[config.mk]
export PLATFORM = sky130hd
export DESIGN_NAME = st_unit
export DESIGN_NICKNAME = d
export VERILOG_FILES = /design/src/rtl/y_risc_pkg.sv /design/src/rtl/st_fifo.sv /design/src/rtl/st_unit.sv
export SDC_FILE = /design/constraint.sdc
export NUM_CORES = 1
export LEC_CHECK = 0
export BUFFER_PORTS_ARGS = -buffer_cell sky130_fd_sc_hd__buf_2
export CAP_MARGIN = 10
export CORE_MARGIN = 8
export CORE_UTILIZATION = 50
export CTS_CLUSTER_DIAMETER = 120
export CTS_CLUSTER_SIZE = 16
export DETAILED_ROUTE_END_ITERATION = 8
export PLACE_DENSITY = 0.77
export SKIP_CTS_REPAIR_TIMING = 1
export SYNTH_ARGS = -nofsm -noshare
export SYNTH_HDL_FRONTEND = slang
export SYNTH_SLANG_ARGS = --single-unit
[constraint.sdc]
create_clock -name clk_i -period 3.4 [get_ports clk_i]
set_clock_uncertainty 0.05 [all_clocks]
set_input_delay 1.02 -clock clk_i [delete_from_list [all_inputs] [get_ports clk_i]]
set_output_delay 1.02 -clock clk_i [all_outputs]
set_load 0.1 [all_outputs]
[src/rtl/y_risc_pkg.sv]
// Shared store-path types: funct3 width codes, buffered store entry, issue FSM states.
// Also holds the alignment rule used to reject misaligned or unknown-width stores.
package y_risc_pkg;

    localparam logic [2:0] F3_SB = 3'b000;
    localparam logic [2:0] F3_SH = 3'b001;
    localparam logic [2:0] F3_SW = 3'b010;

    typedef struct packed {
        logic [29:0] addr;
        logic [31:0] wdata;
        logic [3:0]  be;
    } st_entry_t;

    typedef enum logic {
        ST_IDLE,
        ST_REQ
    } st_state_e;

    // Unknown widths are treated as faulting so they can never reach memory.
    function automatic logic st_bad_store(input logic [2:0] f3, input logic [1:0] lo);
        logic bad;
        case (f3)
            F3_SB:   bad = 1'b0;
            F3_SH:   bad = lo[0];
            F3_SW:   bad = |lo;
            default: bad = 1'b1;
        endcase
        return bad;
    endfunction

endpackage

[src/rtl/st_fifo.sv]
// Store buffer: DEPTH-entry FIFO with wrap-bit pointers, plus a per-entry valid view
// so the owner can compare pending store addresses against a load.
module st_fifo
    import y_risc_pkg::*;
#(
    parameter  int DEPTH = 2,
    localparam int PW    = $clog2(DEPTH)
) (
    input  logic       clk_i,
    input  logic       rst_n_i,
    input  logic       push_i,
    input  st_entry_t  push_data_i,
    input  logic       pop_i,
    output st_entry_t  head_o,
    output logic       full_o,
    output logic       empty_o,
    output logic [PW:0] count_o,
    output st_entry_t  entries_o [DEPTH],
    output logic [DEPTH-1:0] valid_o
);

    st_entry_t   mem_q [DEPTH];
    st_entry_t   mem_d [DEPTH];
    logic [PW:0] wr_ptr_q, wr_ptr_d;
    logic [PW:0] rd_ptr_q, rd_ptr_d;
    logic        do_push;
    logic        do_pop;
    logic [PW-1:0] rel;

    assign empty_o = (wr_ptr_q == rd_ptr_q);
    assign full_o  = (wr_ptr_q[PW] != rd_ptr_q[PW]) &&
                     (wr_ptr_q[PW-1:0] == rd_ptr_q[PW-1:0]);
    assign count_o = wr_ptr_q - rd_ptr_q;

    assign do_push = push_i && !full_o;
    assign do_pop  = pop_i && !empty_o;

    assign head_o    = mem_q[rd_ptr_q[PW-1:0]];
    assign entries_o = mem_q;

    always_comb begin
        mem_d    = mem_q;
        wr_ptr_d = wr_ptr_q;
        rd_ptr_d = rd_ptr_q;
        if (do_push) begin
            mem_d[wr_ptr_q[PW-1:0]] = push_data_i;
            wr_ptr_d = wr_ptr_q + 1'b1;
        end
        if (do_pop) begin
            rd_ptr_d = rd_ptr_q + 1'b1;
        end
    end

    // An entry is live when its distance from the read pointer is below the count.
    always_comb begin
        valid_o = '0;
        rel     = '0;
        for (int i = 0; i < DEPTH; i++) begin
            rel        = PW'(i) - rd_ptr_q[PW-1:0];
            valid_o[i] = ({1'b0, rel} < count_o);
        end
    end

    always_ff @(posedge clk_i or negedge rst_n_i) begin
        if (!rst_n_i) begin
            wr_ptr_q <= '0;
            rd_ptr_q <= '0;
            for (int i = 0; i < DEPTH; i++) begin
                mem_q[i] <= '0;
            end
        end else begin
            wr_ptr_q <= wr_ptr_d;
            rd_ptr_q <= rd_ptr_d;
            mem_q    <= mem_d;
        end
    end

endmodule

[src/rtl/st_unit.sv]
// Store unit: effective address, byte-enable/lane formatting, fault detection,
// store buffering and in-order drain to data memory over req/ack.
module st_unit
    import y_risc_pkg::*;
#(
    parameter int DEPTH = 2,
    parameter int AW    = 32,
    parameter int DW    = 32
) (
    input  logic          clk_i,
    input  logic          rst_n_i,
    input  logic          store_en_i,
    input  logic [11:0]   offset_i,
    input  logic [2:0]    funct3_i,
    input  logic [AW-1:0] rs1_data_i,
    input  logic [DW-1:0] rs2_data_i,
    output logic          st_ready_o,
    output logic          st_empty_o,
    output logic          st_fault_o,
    output logic [AW-1:0] st_fault_addr_o,
    input  logic [AW-1:0] ld_addr_i,
    output logic          ld_conflict_o,
    output logic          mem_req_o,
    output logic [AW-1:0] mem_addr_o,
    output logic [DW-1:0] mem_wdata_o,
    output logic [3:0]    mem_be_o,
    input  logic          mem_ack_i
);

    localparam int PW = $clog2(DEPTH);

    // Handshake: the memory side sees mem_req_o with stable addr/wdata/be; a cycle
    // with mem_req_o && mem_ack_i retires the head. Ack without req has no effect.
    st_state_e     state_q, state_d;
    logic          fault_q, fault_d;
    logic [AW-1:0] fault_addr_q, fault_addr_d;

    logic [AW-1:0] ea;
    logic          accept;
    logic          bad;
    logic          push;
    logic          pop;
    st_entry_t     new_entry;
    st_entry_t     head;
    logic          fifo_full;
    logic          fifo_empty;
    logic [PW:0]   fifo_count;
    st_entry_t     fifo_entries [DEPTH];
    logic [DEPTH-1:0] fifo_valid;
    logic          conflict;
    logic          unused_ld_lo;

    assign ea     = rs1_data_i + {{(AW-12){offset_i[11]}}, offset_i};
    assign accept = store_en_i && !fifo_full;
    assign bad    = st_bad_store(funct3_i, ea[1:0]);
    assign push   = accept && !bad;
    assign pop    = (state_q == ST_REQ) && mem_ack_i;

    always_comb begin
        new_entry      = '0;
        new_entry.addr = ea[AW-1:2];
        case (funct3_i)
            F3_SB: begin
                new_entry.be    = 4'b0001 << ea[1:0];
                new_entry.wdata = {4{rs2_data_i[7:0]}};
            end
            F3_SH: begin
                new_entry.be    = 4'b0011 << {ea[1], 1'b0};
                new_entry.wdata = {2{rs2_data_i[15:0]}};
            end
            default: begin
                new_entry.be    = 4'b1111;
                new_entry.wdata = rs2_data_i;
            end
        endcase
    end

    st_fifo #(.DEPTH(DEPTH)) u_fifo (
        .clk_i       (clk_i),
        .rst_n_i     (rst_n_i),
        .push_i      (push),
        .push_data_i (new_entry),
        .pop_i       (pop),
        .head_o      (head),
        .full_o      (fifo_full),
        .empty_o     (fifo_empty),
        .count_o     (fifo_count),
        .entries_o   (fifo_entries),
        .valid_o     (fifo_valid)
    );

    // A push into an empty buffer raises the request on the same edge, so the
    // store is on the bus the cycle after it was accepted.
    always_comb begin
        state_d = state_q;
        case (state_q)
            ST_IDLE: if (push || !fifo_empty) state_d = ST_REQ;
            ST_REQ:  if (pop && !push && fifo_count == (PW+1)'(1)) state_d = ST_IDLE;
            default: state_d = ST_IDLE;
        endcase
    end

    always_comb begin
        fault_d      = accept && bad;
        fault_addr_d = (accept && bad) ? ea : fault_addr_q;
    end

    always_ff @(posedge clk_i or negedge rst_n_i) begin
        if (!rst_n_i) begin
            state_q      <= ST_IDLE;
            fault_q      <= 1'b0;
            fault_addr_q <= '0;
        end else begin
            state_q      <= state_d;
            fault_q      <= fault_d;
            fault_addr_q <= fault_addr_d;
        end
    end

    always_comb begin
        conflict = 1'b0;
        for (int i = 0; i < DEPTH; i++) begin
            if (fifo_valid[i] && fifo_entries[i].addr == ld_addr_i[AW-1:2]) begin
                conflict = 1'b1;
            end
        end
    end

    assign unused_ld_lo = ^ld_addr_i[1:0];

    assign st_ready_o      = !fifo_full;
    assign st_empty_o      = fifo_empty;
    assign st_fault_o      = fault_q;
    assign st_fault_addr_o = fault_addr_q;
    assign ld_conflict_o   = conflict;
    assign mem_req_o       = (state_q == ST_REQ);
    assign mem_addr_o      = mem_req_o ? {head.addr, 2'b00} : '0;
    assign mem_wdata_o     = mem_req_o ? head.wdata : '0;
    assign mem_be_o        = mem_req_o ? head.be : 4'b0000;

endmodule
; ---- After elaboration in Yosys (flattened, before gate mapping)
; Cells that the tools add are included.
[classes]
add_sub_neg = 6
order_cmp = 5
n_eq_ne = 8
shift = 2
mux = 16
n_bitwise = 3
n_reduce_logical = 19
[op_table]
columns = operator, n
row1 = 66-bit 2-to-1 mux, 4
row2 = 132-bit bitwise mux, 1
row3 = 36-bit one-hot mux with 2 select lines, 1
row4 = 66-bit demux with 1-bit select, 1
row5 = 32-bit 2-to-1 mux, 2
row6 = 30-bit equality test, 2
row7 = 32-bit adder, 1
row8 = 1-bit logical AND, 12
row9 = "2-bit by 1-bit adder with 2-bit output, second input constant", 2
row10 = "2-bit greater-or-equal comparator, second input constant", 2
row11 = 1-bit zero test, 4
row12 = 1-bit by 2-bit less-than comparator with 1-bit output, 2
row13 = 1-bit 2-to-1 mux, 4
row14 = 4-bit 2-to-1 mux, 1
row15 = 1-bit inverter with 2-bit output, 2
row16 = "1-bit by 2-bit << shifter with 4-bit output, first input constant", 1
row17 = "2-bit by 2-bit << shifter with 4-bit output, first input constant", 1
row18 = "3-bit by 1-bit equality test with 1-bit output, second input constant", 1
row19 = "3-bit by 2-bit equality test with 1-bit output, second input constant", 1
row20 = 3-bit zero test, 1
row21 = 1-bit one-hot mux with 3 select lines, 1
row22 = "2-bit by 1-bit equality test with 1-bit output, second input constant", 1
row23 = 2-bit equality test, 1
row24 = "2-bit by 1-bit less-than comparator with 1-bit output, second input constant", 1
row25 = 8 further kinds, 9
[word_totals]
ff_bits = 170
input_bits = 115
output_inout_bits = 105
elab_cells = 70

; ---- Longest topological paths before layout
; Gate-level depths: netlist (run 1).
[logic_depth]
word_depth = 10
depth_mapped = 13

; ---- Cells and area by module
; Synthesis (run 1) repeated with hierarchy kept, for this count alone.
[hier_totals]
hier_cells = 938
hier_area_um2 = 10930.5
[by_module_without_submodules]
columns = module, instances, cells_each, area_each_um2, seq_area_each_um2
row1 = st_fifo, 1, 385, 6297.3, 3403.3
row2 = st_unit, 1, 553, 4633.2, 850.8

; ---- Worst setup path before layout (run 1)
; OpenSTA, ideal clock, no wires.
[synth_path]
kind = input to output
startpoint = input port ld_addr_i[28]
endpoint = output port ld_conflict_o
arrival_ps = 3641
required_time_ps = 2330
slack_ps = -1311
path_stages = 4
n_path_buf = 0
path_cell_list = xor2_1 -> nor4_1 -> nand4_1 -> o21ai_0
[synth_via]
elab_chain_cells = 4
[synth_lines]
columns = element, line_no
row1 = start: declaration, st_unit.sv:21  ; input logic [AW-1:0] ld_addr_i,
row2 = 30-bit equality test, st_unit.sv:123  ; if (fifo_valid[i] && fifo_entries[i].addr == ld_addr_i[AW-1:2]) begin
row3 = 1-bit logical AND, st_unit.sv:123
row4 = 1-bit 2-to-1 mux, st_unit.sv:123
row5 = 1-bit 2-to-1 mux *, st_unit.sv:123
row6 = end: declaration, st_unit.sv:22  ; output logic ld_conflict_o,
; Mark *: on every way between the ends. The rest lies on a longest branch, timed or not.

; ---- Final worst setup path (run 1)
[layout_path]
startpoint = input port ld_addr_i[14]
endpoint = output port ld_conflict_o
; Same word-level chain as after synthesis.

==> results of run 1 <==
[layout make-up]
cell class	instances	area, sq um
clock buffer	20	446.7
antenna	3	7.507
multi-input combinational	874	5962
sequential	170	4260
inverter	15	56.30
fill	1626	7061
tap	270	337.8
timing repair buffer	318	1958
clock inverter	10	145.1
[logic make-up (layout without fill, tap and decap cells)]
| family | Yosys count | after routing | share of synthesized area [%] |
|---|---|---|---|
| compound gates | 259 | 259 | 14.88 |
| xor+xnor | 87 | 87 | 7.386 |
| fa+ha+maj | 35 | 35 | 4.318 |
| buf+inv | 80 | 363 | 3.153 |
| flops | 170 | 170 | 41.24 |
| mux | 116 | 116 | 11.52 |
| other cells | 1 | 5 | 0.03635 |
| simple gates | 375 | 375 | 17.47 |
[metrics by stage]
step / hold slack (ps) / setup slack, ps / area, sq um
after global routing: 442.7 / -6.477 / 13170
after CTS: 429.1 / -107.6 / 13120
after detailed placement: 413.4 / -227.8 / 12520
final: 424.9 / 25.65 / 13170
after global placement: 404.4 / -210.5 / 12520
after floorplan: 395.0 / -60.64 / 10500
[sequential cells by signal, indices dropped and copies added (netlist names)]
| signal | flops |
|---|---|
| u_fifo.wr_ptr_q | 2 |
| st_fault_o | 1 |
| u_fifo.entries_o | 132 |
| mem_req_o | 1 |
| u_fifo.rd_ptr_q | 2 |
| st_fault_addr_o | 32 |
[synthesized netlist by cell type (all sizes together) (6+ instances only)]
cell type	count	area, sq um
a21oi	84	424.2
inv	15	56.30
buf	21	103.9
dfrtp	170	4254
nor4	16	121.4
nand2	164	615.6
mux2i	94	940.9
xor2	53	464.2
ha	34	425.4
clkbuf	44	165.2
nand4	13	81.33
nor3	6	40.04
o21a	11	82.58
o2111ai	6	52.55
o31ai	12	90.09
o21ai	95	475.5
nand3	14	70.07
a31oi	8	50.05
nand2b	6	37.54
nor2	66	247.7
xnor2	34	297.8
nor2b	67	419.2
a21o	10	75.07
and3	8	50.05
mux2	22	247.7
[layout by cell type, fill, tap and decap left out, types with 6 or more instances in the layout]
cell type,Yosys,routed
buf_12,0,8
o2111ai_1,6,6
xor2_1,53,53
and3_1,8,8
xnor2_1,34,32
nor4_1,14,11
o21a_1,11,11
inv_1,15,15
clkbuf_16,0,17
ha_1,34,34
nand2_1,164,162
mux2i_1,94,94
buf_2,14,213
dfrtp_1,170,167
nor2_1,66,65
nor2b_2,0,66
nand4_1,13,13
o21ai_0,93,92
mux2_2,22,22
buf_4,2,96
o31ai_1,12,12
a31oi_1,8,8
a21oi_1,83,83
nand3_1,14,14
a21o_1,10,10
[metal layers]
| metal | vias up | track usage, % | share of wire, % | wire length, microns |
|---|---|---|---|---|
| li1 | 4476 | - | - | - |
| met1 | 4553 | 30.32 | 41 | 13230 |
| met2 | 360 | 42.32 | 49 | 15750 |
| met3 | 62 | 5.141 | 6.3 | 1999 |
| met4 | 0 | 9.262 | 3.0 | 946 |
| met5 | - | 0 | 0 | 0 |
[how the worst max path moves through the flow]
stage,cells after the start,slack (ps),from,end
finish,7,30,ld_addr_i[14],ld_conflict_o
detailed placement,10,-230,offset_i[0],u_fifo.entries_o[60]
CTS,9,-110,u_fifo.wr_ptr_q[0],ld_conflict_o
floorplan,4,-60,ld_addr_i[7],ld_conflict_o
global route,9,-6,u_fifo.wr_ptr_q[0],ld_conflict_o
global placement,10,-210,offset_i[0],u_fifo.entries_o[126]
[worst register-to-register path, delay by kind of cell, from the launching register on]
family                   cells  cell delay, ps
flip-flops                   1             420
adder cells (fa/ha/maj)      1             320
buffers and inverters        3             510
AND/OR/NAND/NOR              3             660
multiplexers                 1             340
==> summary.md, run 1 <==
| Metric | Value |
|---|---|
| Synth cell types | 62 |
| Final setup fails | 0 |
| Worst-skew pair later-pin latency | between 400 and 500 ps |
| CP required | ~2300 ps |
| Slowest CP cell | nor4_1 |
| Largest net degree at the start of global routing | 65 |
| Slowest stage delay, CP | 270 ps |
| Detailed Place HPWL | 24450 microns |
| Worst Path Buf+Inv | 3 |
| Status | completed |
| Initial antenna violation count | 3 |
| First-pass GRT wire length | 50610 microns |
| Vias/cell | 5.626 |
| Drt drc | 0 |
| Routed WL | 31930 microns |
| Crit-path max FO | 2 |
| Gr usage total | 24.77% |
| Crit-path cells | buf_2 > xor2_1 > nor4_1 > buf_4 > nand4_1 > o21ai_2 > buf_12 |
| FF-to-FF path depth | 8 |
| Register area share after synthesis | 41.24% |
| Top_reg_cell synth | dfrtp_1 |
| Die area | 25480 sq um |
| CTS tree | done |
| Worst slew pin tran | 593.5 ps |
| Per-cell routed wire length | approximately 19 microns |
| Async SR Flop Fraction | 100.0% |
| Grt total ovfl | 0 |
| Worst EP arrival | ~2300 ps |
| Total clock sinks | between 150 and 200 |
| Detail Route Antenna Nets | 0 |
| Max Slew Vio Count | 0 |
| NumNets Final | 1546 |
| Crit path capture type | output pin |
| CTS H-tree lvls | 4 |
| R2R Setup Slk | 990 ps |
| Clock Path Buffers | 2 |
| Hold path depth | 2 |
| Area Overhead vs Synth | 27.70% |
| CTS clk-pin slew, worst paths | 60 ps |
| Avg Inst Size Synth | 9.186 sq um |
| Std cell rows | 52 |
| First DRT Iteration DRCs | 650 |
| Synthesis warning total | 0 |
| Post-Route Setup TNS | 0 ps |
| Critical path type | input pin to output pin |
| R2R Path Start | u_fifo.wr_ptr_q[0] |
| Clock buffer count from CTS | 17 |
| Hold Crit Endpoint | st_fault_addr_o[0] |
| Core Util, Final | 65.11% |
| Final worst path period share | 99.25% |
| Vias in the first global route | around 9600 |
| Final period demand of the worst path | 3374 ps |
| DRT Pass-1 Iters | 5 |
| Critical R2R Capture | st_fault_addr_o[19] |
| EDFF count, synth | 0 |
| Max_cap viols | 0 |
| Syn Inst Count | 1123 |
| Mapped Area | 10320 sq um |
| Hold_sp | st_fault_addr_o[0] |
| Core Region | 20230 sq um |
| FMAX | 0.2964 GHz |
| Slew Limit Headroom | 60.02% |
| Hold Path Class | register to register |
| I/O Pins | 220 |
| Die height | 159.6 microns |
| Root Driver | clkbuf_16 |
| Vias after detailed routing | 9451 |
| Type of origin of the critical path | input pin |
| Placed Cells | between 1500 and 2000 |
| GPL Wtd Cong | 0.8962 |
| Non-filler cells, final | roughly 1700 |
| Port Buffers | roughly 220 |
| Starting density of the core | 50.98% |
| Layout cells sized above 1 | 32.48% |
| Final Hold Vio Count | 0 |
| Synthesized flop and latch total | 170 |
| Die Wd | between 150 and 200 microns |
| Family with the most delay on the worst path | buffers and inverters |
Power of run 1 is left out: the tool's default activity adds up to more than one toggle a clock period on the data nets, which glitch-free logic cannot reach.
==> run 2, diff against run 1 <==
--- a/config.mk
+++ b/config.mk
@@ -8,11 +8,13 @@
 export BUFFER_PORTS_ARGS = -buffer_cell sky130_fd_sc_hd__buf_2
 export CAP_MARGIN = 10
 export CORE_MARGIN = 8
-export CORE_UTILIZATION = 50
+export CORE_UTILIZATION = 52
+export CTS_BUF_LIST = sky130_fd_sc_hd__clkbuf_8
 export CTS_CLUSTER_DIAMETER = 120
 export CTS_CLUSTER_SIZE = 16
 export DETAILED_ROUTE_END_ITERATION = 8
-export PLACE_DENSITY = 0.77
+export PLACE_DENSITY = 0.92
+export SETUP_SLACK_MARGIN = 0.3
 export SKIP_CTS_REPAIR_TIMING = 1
 export SYNTH_ARGS = -nofsm -noshare
 export SYNTH_HDL_FRONTEND = slang
==> run 2 against run 1 <==
Compared with the run above: the run now ends with negative setup slack left; worst setup slack got worse by 100 ps; maximum frequency is 2.9% lower; flip-flop and latch count did not move; final cell count is 0.36% lower; global-route usage is 1.9 points higher; critical path depth stayed put; non-clock buffer count shrank 1; largest cell class unchanged.
==> summary.md, run 2 (synthesis results as in run 1) <==
| Metric | Value |
|---|---|
| Non-filler cells, final | 1674 (was 1680) |
| Placed Cells | 1635 (was 1645) |
| Port Buffers | 215 (unchanged) |
| Clock buffer count from CTS | 17 (unchanged) |
| Worst EP arrival | 2410 ps (was 2300 ps) |
| NumNets Final | 1545 (was 1546) |
| FF-to-FF path depth | 8 (unchanged) |
| Vias in the first global route | 10000 (was 9578) |
| Per-cell routed wire length | 20.07 microns (was 19.01 microns) |
| Hold Path Class | register to register (unchanged) |
| GPL Wtd Cong | 1.003 (was 0.8962) |
| R2R Path Start | u_fifo.rd_ptr_q[0] (was u_fifo.wr_ptr_q[0]) |
| Vias after detailed routing | 9868 (was 9451) |
| Max FFs per register | 132 (unchanged) |
| Post-Route Setup TNS | -75.71 ps (was 0 ps) |
| DRT Pass-1 Iters | 7 (was 5) |
| Gr usage total | 26.70% (was 24.77%) |
| Largest net degree at the start of global routing | 64 (was 65) |
| Total clock sinks | 170 (unchanged) |
| Setup WS post-layout | -75.71 ps (was 25.65 ps) |
| Max Slew Vio Count | 0 (unchanged) |
| Worst slew pin tran | 615.1 ps (was 593.5 ps) |
| Die area | 24600 sq um (was 25480 sq um) |
| Status | finished with violations (was completed) |
| Crit-path max FO | 2 (unchanged) |
| Final worst path period share | 102.2% (was 99.25%) |
| Final Hold Vio Count | 0 (unchanged) |
| Hold_sp | u_fifo.entries_o[94] (was st_fault_addr_o[0]) |
| Hold path depth | 2 (unchanged) |
| Initial antenna violation count | 1 (was 3) |
| Hold Crit Endpoint | u_fifo.entries_o[94] (was st_fault_addr_o[0]) |
| Failing checks | negative setup slack |
| Type of origin of the critical path | input pin (unchanged) |
| Die height | 156.9 microns (was 159.6 microns) |
| Most common cell after layout, fill and taps aside | buf_2 (unchanged) |
| Final period demand of the worst path | 3476 ps (was 3374 ps) |
| First-pass GRT wire length | 51470 microns (was 50610 microns) |
| Grt total ovfl | 0 (unchanged) |
| Highest-count cells in the layout ignoring fill and taps | buf_2 (197), dfrtp_1 (167), nand2_1 (160), mux2i_1 (91) (was buf_2 (213), dfrtp_1 (167), nand2_1 (162), buf_4 (96), mux2i_1 (94)) |
| Die Wd | 156.9 microns (was 159.6 microns) |
| CTS H-tree lvls | 4 (unchanged) |
| Crit path capture type | output pin (unchanged) |
| Vias/cell | 5.895 (was 5.626) |
| Critical R2R Capture | u_fifo.entries_o[104] (was st_fault_addr_o[19]) |
| Clock Path Buffers | 2 (unchanged) |
| Std cell rows | 51 (was 52) |
| Layout cells sized above 1 | 35.16% (was 32.48%) |
| Unrepaired setup endpoints after global routing | yes |
| FMAX | 0.2877 GHz (was 0.2964 GHz) |
| Area Overhead vs Synth | 30.70% (was 27.70%) |
| Worst-skew pair later-pin latency | 470 ps (was 420 ps) |
| R2R Setup Slk | 1030 ps (was 990 ps) |
| Max_cap viols | 0 (unchanged) |
| First DRT Iteration DRCs | 822 (was 650) |
| I/O Pins | 220 (unchanged) |
| Slew Limit Headroom | 59.00% (was 60.02%) |
| Critical path type | input pin to output pin (unchanged) |
| Root Driver | clkbuf_8 (was clkbuf_16) |
| Detailed Place HPWL | 25290 microns (was 24450 microns) |
| Starting density of the core | 53.01% (was 50.98%) |
| Final setup fails | 1 (was 0) |
| Core Region | 19460 sq um (was 20230 sq um) |
| CTS clk-pin slew, worst paths | 80 ps (was 60 ps) |
| Hold_ws | 435.4 ps (was 424.9 ps) |
| Detail Route Antenna Nets | 0 (unchanged) |
| CTS tree | done (unchanged) |
| Routed WL | 33600 microns (was 31930 microns) |
| CP required | 2330 ps (about the same) |
| Drt drc | 0 (unchanged) |
run 2: changes by cell type in the layout (fill, tap and decap cells not counted), sizes merged, moves of 3 or more:
cell | before | now
buf | 318 | 306
clkbuf | 20 | 29
clkinv | 4 | 1
inv | 16 | 24
bufinv | 3 | 0
run 2: critical path, stage by stage:
cell and delay, ps:
buf_2 140, xnor2_1 200, nand4_1 190, nor4_2 340, nand4_1 180, o21ai_4 130, buf_12 200
run 2: through the flow:
step	setup slack (ps)	utilization (%)	instance area, sq um
floorplan	158.3	-	10760
CTS	-207.5	67.43	13120
global route	-150.7	69.28	13480
detailed placement	-140.6	65.49	12750
global placement	-57.80	65.49	12750
finish	-75.71	69.28	13480
run 2: worst max path at each step:
stage / startpoint / endpoint / cells after the start
finish: ld_addr_i[20] / ld_conflict_o / 7
global route: ld_addr_i[20] / ld_conflict_o / 7
CTS: u_fifo.wr_ptr_q[0] / ld_conflict_o / 9
detailed placement: offset_i[0] / u_fifo.entries_o[122] / 10
global placement: offset_i[0] / u_fifo.entries_o[64] / 10
floorplan: ld_addr_i[31] / ld_conflict_o / 4
run 2: cell type report:
type | instances | area, sq um
antenna | 1 | 2.502
clock inverter | 14 | 128.9
fill | 1352 | 5979
sequential | 170 | 4260
tap | 265 | 331.6
timing repair buffer | 317 | 2087
clock buffer | 18 | 247.7
multi-input combinational | 874 | 6365
inverter | 15 | 60.06
run 2: layer usage:
| metal | vias up | routed length, microns | global-route usage, % |
|---|---|---|---|
| met5 | - | 0 | 0 |
| met4 | 0 | 1448 | 12.95 |
| met3 | 102 | 2515 | 4.606 |
| met2 | 515 | 16810 | 45.57 |
| met1 | 4778 | 12830 | 32.13 |
| li1 | 4473 | - | - |
Power of run 2 is left out for the same reason.
